## src/rtl/riscv_package.sv

```systemverilog
// Shared constants and types for the instruction fetch path.
// The fetch unit and its prefetch queue both import this package.
package riscv_package;

    localparam int XLEN = 32;
    localparam logic [XLEN-1:0] INST_NOP = 32'h0000_0013;

    typedef struct packed {
        logic [XLEN-1:0] pc;
        logic [XLEN-1:0] inst;
    } fetch_entry_t;

    // Clears the byte offset so every fetch address is word aligned.
    function automatic logic [XLEN-1:0] align_pc(input logic [XLEN-1:0] pc);
        return pc & ~32'd3;
    endfunction

endpackage

```

## src/rtl/fetch_queue.sv

```systemverilog
// Synchronous prefetch FIFO holding (pc, inst) pairs for decode.
// Flush empties it in one cycle and overrides any push or pop that cycle.
module fetch_queue
    import riscv_package::*;
#(
    parameter int DEPTH = 4,
    localparam int AW = $clog2(DEPTH),
    localparam int CW = AW + 1
) (
    input  logic         clk,
    input  logic         rst,
    input  logic         flush,
    input  logic         push,
    input  fetch_entry_t push_entry,
    input  logic         pop,
    output fetch_entry_t head,
    output logic         full,
    output logic         empty,
    output logic [CW-1:0] count
);

    fetch_entry_t storage [DEPTH];
    logic [AW-1:0] wr_ptr;
    logic [AW-1:0] rd_ptr;
    logic do_push;
    logic do_pop;

    assign full  = (count == CW'(DEPTH));
    assign empty = (count == '0);

    // A pop frees a slot in the same cycle, so push-while-full is accepted.
    assign do_pop  = pop && !empty;
    assign do_push = push && (!full || do_pop);

    always_ff @(posedge clk or posedge rst) begin
        if (rst) begin
            wr_ptr <= '0;
            rd_ptr <= '0;
            count  <= '0;
        end else if (flush) begin
            wr_ptr <= '0;
            rd_ptr <= '0;
            count  <= '0;
        end else begin
            if (do_push) begin
                wr_ptr <= wr_ptr + 1'b1;
            end
            if (do_pop) begin
                rd_ptr <= rd_ptr + 1'b1;
            end
            count <= count + CW'(do_push) - CW'(do_pop);
        end
    end

    always_ff @(posedge clk) begin
        if (do_push && !flush) begin
            storage[wr_ptr] <= push_entry;
        end
    end

    // Head reads as zero when empty so decode never sees stale entries.
    assign head = empty ? '0 : storage[rd_ptr];

    a_queue_no_overflow: assert property (@(posedge clk) disable iff (rst)
        !(push && full && !pop && !flush));

endmodule

```

## src/rtl/fetch_unit.sv

```systemverilog
// Instruction fetch front end: issues word-aligned requests, tracks in-flight
// responses, buffers them with their PCs and discards stale ones after a redirect.
module fetch_unit
    import riscv_package::*;
#(
    parameter logic [31:0] RESET_PC    = 32'h0000_0000,
    parameter int          QUEUE_DEPTH = 4
) (
    input  logic        clk,
    input  logic        rst,
    output logic        imem_req_valid,
    output logic [31:0] imem_req_addr,
    input  logic        imem_req_ready,
    input  logic        imem_resp_valid,
    input  logic [31:0] imem_resp_data,
    input  logic        redirect_valid,
    input  logic [31:0] redirect_pc,
    output logic        inst_valid,
    output logic [31:0] inst_data,
    output logic [31:0] inst_pc,
    input  logic        inst_ready
);

    localparam int CW = $clog2(QUEUE_DEPTH) + 1;

    // Handshakes: a transfer happens on a rising edge where valid && ready;
    // a raised valid and its payload hold until that edge, except that a
    // redirect may withdraw the request.

    logic [XLEN-1:0] fetch_pc;
    logic [XLEN-1:0] resp_pc;
    logic [CW-1:0]   inflight;
    logic [CW-1:0]   drop_cnt;
    logic [CW-1:0]   q_count;
    logic [CW:0]     occupancy;
    logic            req_fire;
    logic            resp_drop;
    logic            q_push;
    logic            q_pop;
    logic            q_full;
    logic            q_empty;
    fetch_entry_t    q_entry;
    fetch_entry_t    q_head;

    // Counting in-flight words against free slots guarantees every response has room.
    assign occupancy      = {1'b0, q_count} + {1'b0, inflight};
    assign imem_req_valid = !rst && !redirect_valid && (occupancy < (CW + 1)'(QUEUE_DEPTH));
    assign imem_req_addr  = fetch_pc;
    assign req_fire       = imem_req_valid && imem_req_ready;

    assign resp_drop = imem_resp_valid && (drop_cnt != '0);
    assign q_push    = imem_resp_valid && !resp_drop && !redirect_valid;
    assign q_pop     = inst_valid && inst_ready && !redirect_valid;

    assign q_entry.pc   = resp_pc;
    assign q_entry.inst = imem_resp_data;

    // resp_pc is the address of the next response that will be kept, so it
    // only advances on kept responses and jumps to the target on a redirect.
    always_ff @(posedge clk or posedge rst) begin
        if (rst) begin
            fetch_pc <= align_pc(RESET_PC);
            resp_pc  <= align_pc(RESET_PC);
            inflight <= '0;
            drop_cnt <= '0;
        end else begin
            inflight <= inflight + CW'(req_fire) - CW'(imem_resp_valid);
            if (redirect_valid) begin
                fetch_pc <= align_pc(redirect_pc);
                resp_pc  <= align_pc(redirect_pc);
                drop_cnt <= inflight - CW'(imem_resp_valid);
            end else begin
                if (req_fire) begin
                    fetch_pc <= fetch_pc + 32'd4;
                end
                if (resp_drop) begin
                    drop_cnt <= drop_cnt - 1'b1;
                end else if (imem_resp_valid) begin
                    resp_pc <= resp_pc + 32'd4;
                end
            end
        end
    end

    fetch_queue #(
        .DEPTH (QUEUE_DEPTH)
    ) u_queue (
        .clk        (clk),
        .rst        (rst),
        .flush      (redirect_valid),
        .push       (q_push),
        .push_entry (q_entry),
        .pop        (q_pop),
        .head       (q_head),
        .full       (q_full),
        .empty      (q_empty),
        .count      (q_count)
    );

    assign inst_valid = !q_empty;
    assign inst_data  = q_head.inst;
    assign inst_pc    = q_head.pc;

    a_no_inflight_underflow: assert property (@(posedge clk) disable iff (rst)
        !(imem_resp_valid && (inflight == '0)));

    a_no_queue_overflow: assert property (@(posedge clk) disable iff (rst)
        !(q_push && q_full && !q_pop));

    a_drop_within_inflight: assert property (@(posedge clk) disable iff (rst)
        drop_cnt <= inflight);

endmodule

```

## config.mk

```make
export PLATFORM = sky130hd
export DESIGN_NAME = fetch_unit
export DESIGN_NICKNAME = d
export VERILOG_FILES = /design/src/rtl/riscv_package.sv /design/src/rtl/fetch_queue.sv /design/src/rtl/fetch_unit.sv
export SDC_FILE = /design/constraint.sdc
export NUM_CORES = 1
export LEC_CHECK = 0
export ABC_AREA = 1
export ABC_CLOCK_PERIOD_IN_PS = 11360
export BUFFER_PORTS_ARGS = -buffer_cell sky130_fd_sc_hd__buf_2
export CAP_MARGIN = 20
export CORE_MARGIN = 5
export CORE_UTILIZATION = 60
export CTS_CLUSTER_DIAMETER = 80
export DETAILED_ROUTE_END_ITERATION = 16
export GPL_TIMING_DRIVEN = 0
export HOLD_SLACK_MARGIN = 0.05
export PLACE_DENSITY_LB_ADDON = 0.15
export SETUP_SLACK_MARGIN = 0.2
export SYNTH_ARGS = -nofsm -noshare
export SYNTH_HDL_FRONTEND = slang
export SYNTH_SLANG_ARGS = --single-unit
export TNS_END_PERCENT = 20
```

## constraint.sdc

```tcl
create_clock -name clk -period 11.36 [get_ports clk]
set_input_delay 0.568 -clock clk [delete_from_list [all_inputs] [get_ports clk]]
set_output_delay 0.568 -clock clk [all_outputs]
set_load 0.05 [all_outputs]
```

==> qor.txt <==
outcome -> complete, no violations
worst hold path type -> primary input to flop
#FFs+latches synth -> 321
GRT Total Usage -> 26.1%
drt initial violations -> 1073
max cap viols -> 0
worst hold slack -> 233 ps
Worst path most repeated cell -> buf_2
Final period util -> 29.4%
Max clock buf depth -> 3
Leak Pwr -> 0.00694 uW
initial core utilization -> 60.5%
Final Max Tran Viols -> 0
Final ANT Viol Nets -> 0
clk_lat worst skew -> 550 ps
Synth async-reset ratio -> 22.7%
commonest non-fill, non-tap cell in the layout -> nor2_1
cell family with most CP delay -> buffers and inverters
clock transition at the registers of the reported paths -> 60 ps
Num CTS Buffers -> 31
H-tree depth -> 1
total setup buffers inserted after CTS -> 0
IO Pins -> 168
Die Width -> 166 um
reg2reg path depth -> 11
CTS resizes -> 0
Final #Nets -> 1766
TritonRoute pass-1 iters -> 5
port buffer count -> 160
CTS tree -> built
Final GP Congestion -> 0.924
required time of the critical path -> 10790 ps
Stages on worst setup path -> 7
Mean Syn Cell Area -> 9.90 um2
Final Routed Wirelength -> 36800 um
Most used DFF post-synth -> edfxtp_1
worst vdd ir -> 0.162 mV
Setup TNS -> 0 ps
Critical Path Fanout Max -> 10
FF+latch area -> 9270 um2
Die Footprint -> 27500 um2
crit path cell chain -> buf_2 > inv_2 > buf_2 > clkbuf_1 > o21ai_0 > a21oi_1 > buf_2
first-pass GRT wire length -> 57800 um
Root Buffer -> clkbuf_16
RSZ-0062 raised after global routing -> false
endpoints failing setup -> 0
slowest stage delay, CP -> 430 ps
Core Box Area -> 24100 um2
Worst Setup End Kind -> output pin
Syn. warnings -> 0
height of the chip -> 166 um
Layout area overhead -> 17.0%
pwr/cell area -> 227 nW/um2
fill cell count -> 1785
multi-input logic area -> 4610 um2
# DRC -> 0
drt via density -> 5.57
sequential area share after synthesis -> 63.6%
routed via count -> 11300
DR WL/cell -> 18.2 um
Syn Inst Count -> 1472
GR Overflow Total -> 0
max frequency -> 299 MHz
CP max-delay cell -> clkbuf_1
CP bufs+invs -> 5
Min Clock Period, post-route -> 3340 ps
Sinks on Clock Net -> 321
critical path startpoint category -> flop
Post-synth EDFFs -> 248
Rel. slew slack -> 45.9%
slew of the pin with the lowest slew margin -> 809 ps
most frequent cells in the layout -> nor2_1 (320), edfxtp_1 (248), nand2_1 (233)
largest net degree at the start of global routing -> 66
Cell Rows -> 57
layout cell share with drive strength beyond 1 -> 16.3%
antenna cells -> 0
Clock Skew -> 12.8 ps
detailed-placement wirelength estimate -> 25100 um
Crit path arrival time -> 2770 ps
initial antenna violation count -> 0
vias in the first global route -> 10900
post-synthesis cell type count -> 41
synthesized area -> 14600 um2
Worst Hold Depth -> 1
CP Class -> flop to output pin
endpoints failing hold -> 0
-- sequential cells by signal, indices dropped and copies added, names as in the netlist --
signal           flops
drop_cnt             3
inflight             3
resp_pc             30
u_queue.wr_ptr       2
u_queue.rd_ptr       2
u_queue.count        3
imem_req_addr       30
u_queue.storage    248
-- final cells by class --
cell class,instances,share of cell area [%]
Sequential cell,321,54.4
Multi-Input combinational cell,980,27.1
Timing Repair Buffer,170,5.94
Clock buffer,47,5.49
Inverter,109,2.49
Tap cell,324,2.38
Buffer,65,1.81
Clock inverter,9,0.448
-- per-stage QoR --
stage	cell area, um2	total power, uW	cells	worst slack, ps	util [%]
6_report	17100	3880	2025	8020	70.7
5_1_grt	17100	4050	2025	7880	70.7
3_3_place_gp	15800	2850	1959	4870	65.5
3_5_place_dp	16000	2880	1968	8330	66.5
2_1_floorplan	14600	2480	1475	7080	-
4_1_cts	17100	3890	2025	7990	70.7
-- metal layers --
metal | vias to the layer above | global-route usage (%) | part of all wire [%]
met5 | - | 0 | 0
met4 | 0 | 9.36 | 3.4
met3 | 78 | 4.09 | 7.5
met2 | 508 | 44.8 | 49
met1 | 5322 | 34.0 | 40
li1 | 5366 | - | -
-- repair_timing --
item / CTS / global route
setup endpoints to repair: 0 / 0
hold buffers: 1 / 0
hold endpoints to repair: 8 / 0
-- synth_stat cells (15+ instances only) --
cell / count / area (um2)
nand3_1: 73 / 365
clkbuf_1: 35 / 131
edfxtp_1: 248 / 7450
a21oi_1: 81 / 405
nand2_1: 233 / 875
dfrtp_1: 73 / 1830
ha_1: 16 / 200
o21ai_0: 148 / 741
inv_1: 101 / 379
buf_2: 15 / 75.1
xor2_1: 15 / 131
nor2_1: 324 / 1220
-- path summary, 6_finish.rpt --
| kind | start | endpoint | slack [ps] |
|---|---|---|---|
| worst max register to register | drop_cnt[0] | u_queue.storage[0][24] | 8360 |
| max in group asynchronous | rst | resp_pc[24] | 10320 |
| worst min-delay path | imem_resp_data[19] | u_queue.storage[1][19] | 230 |
| worst min register to register | inflight[1] | inflight[2] | 510 |
| worst max-delay path | u_queue.rd_ptr[0] | inst_pc[18] | 8020 |
| min in group asynchronous | rst | drop_cnt[2] | 460 |
-- logic make-up after synthesis --
kind of cell               count (synthesis)  synth area share, %
AOI/OAI and AO/OA                        258                 9.23
xor gates and xnor gates                  20                 1.20
adders and majority gates                 18                 1.65
buffers and inverters                    174                 5.00
DFF                                      321                 63.6
other                                      1               0.0257
and+or+nand+nor                          680                 19.3
-- where the power goes --
part	switching, uW	internal, uW
Combinational	1060	317
Clock	422	588
Sequential	107	1380
Total	1590	2280
Power figures use the tool's default switching activity.
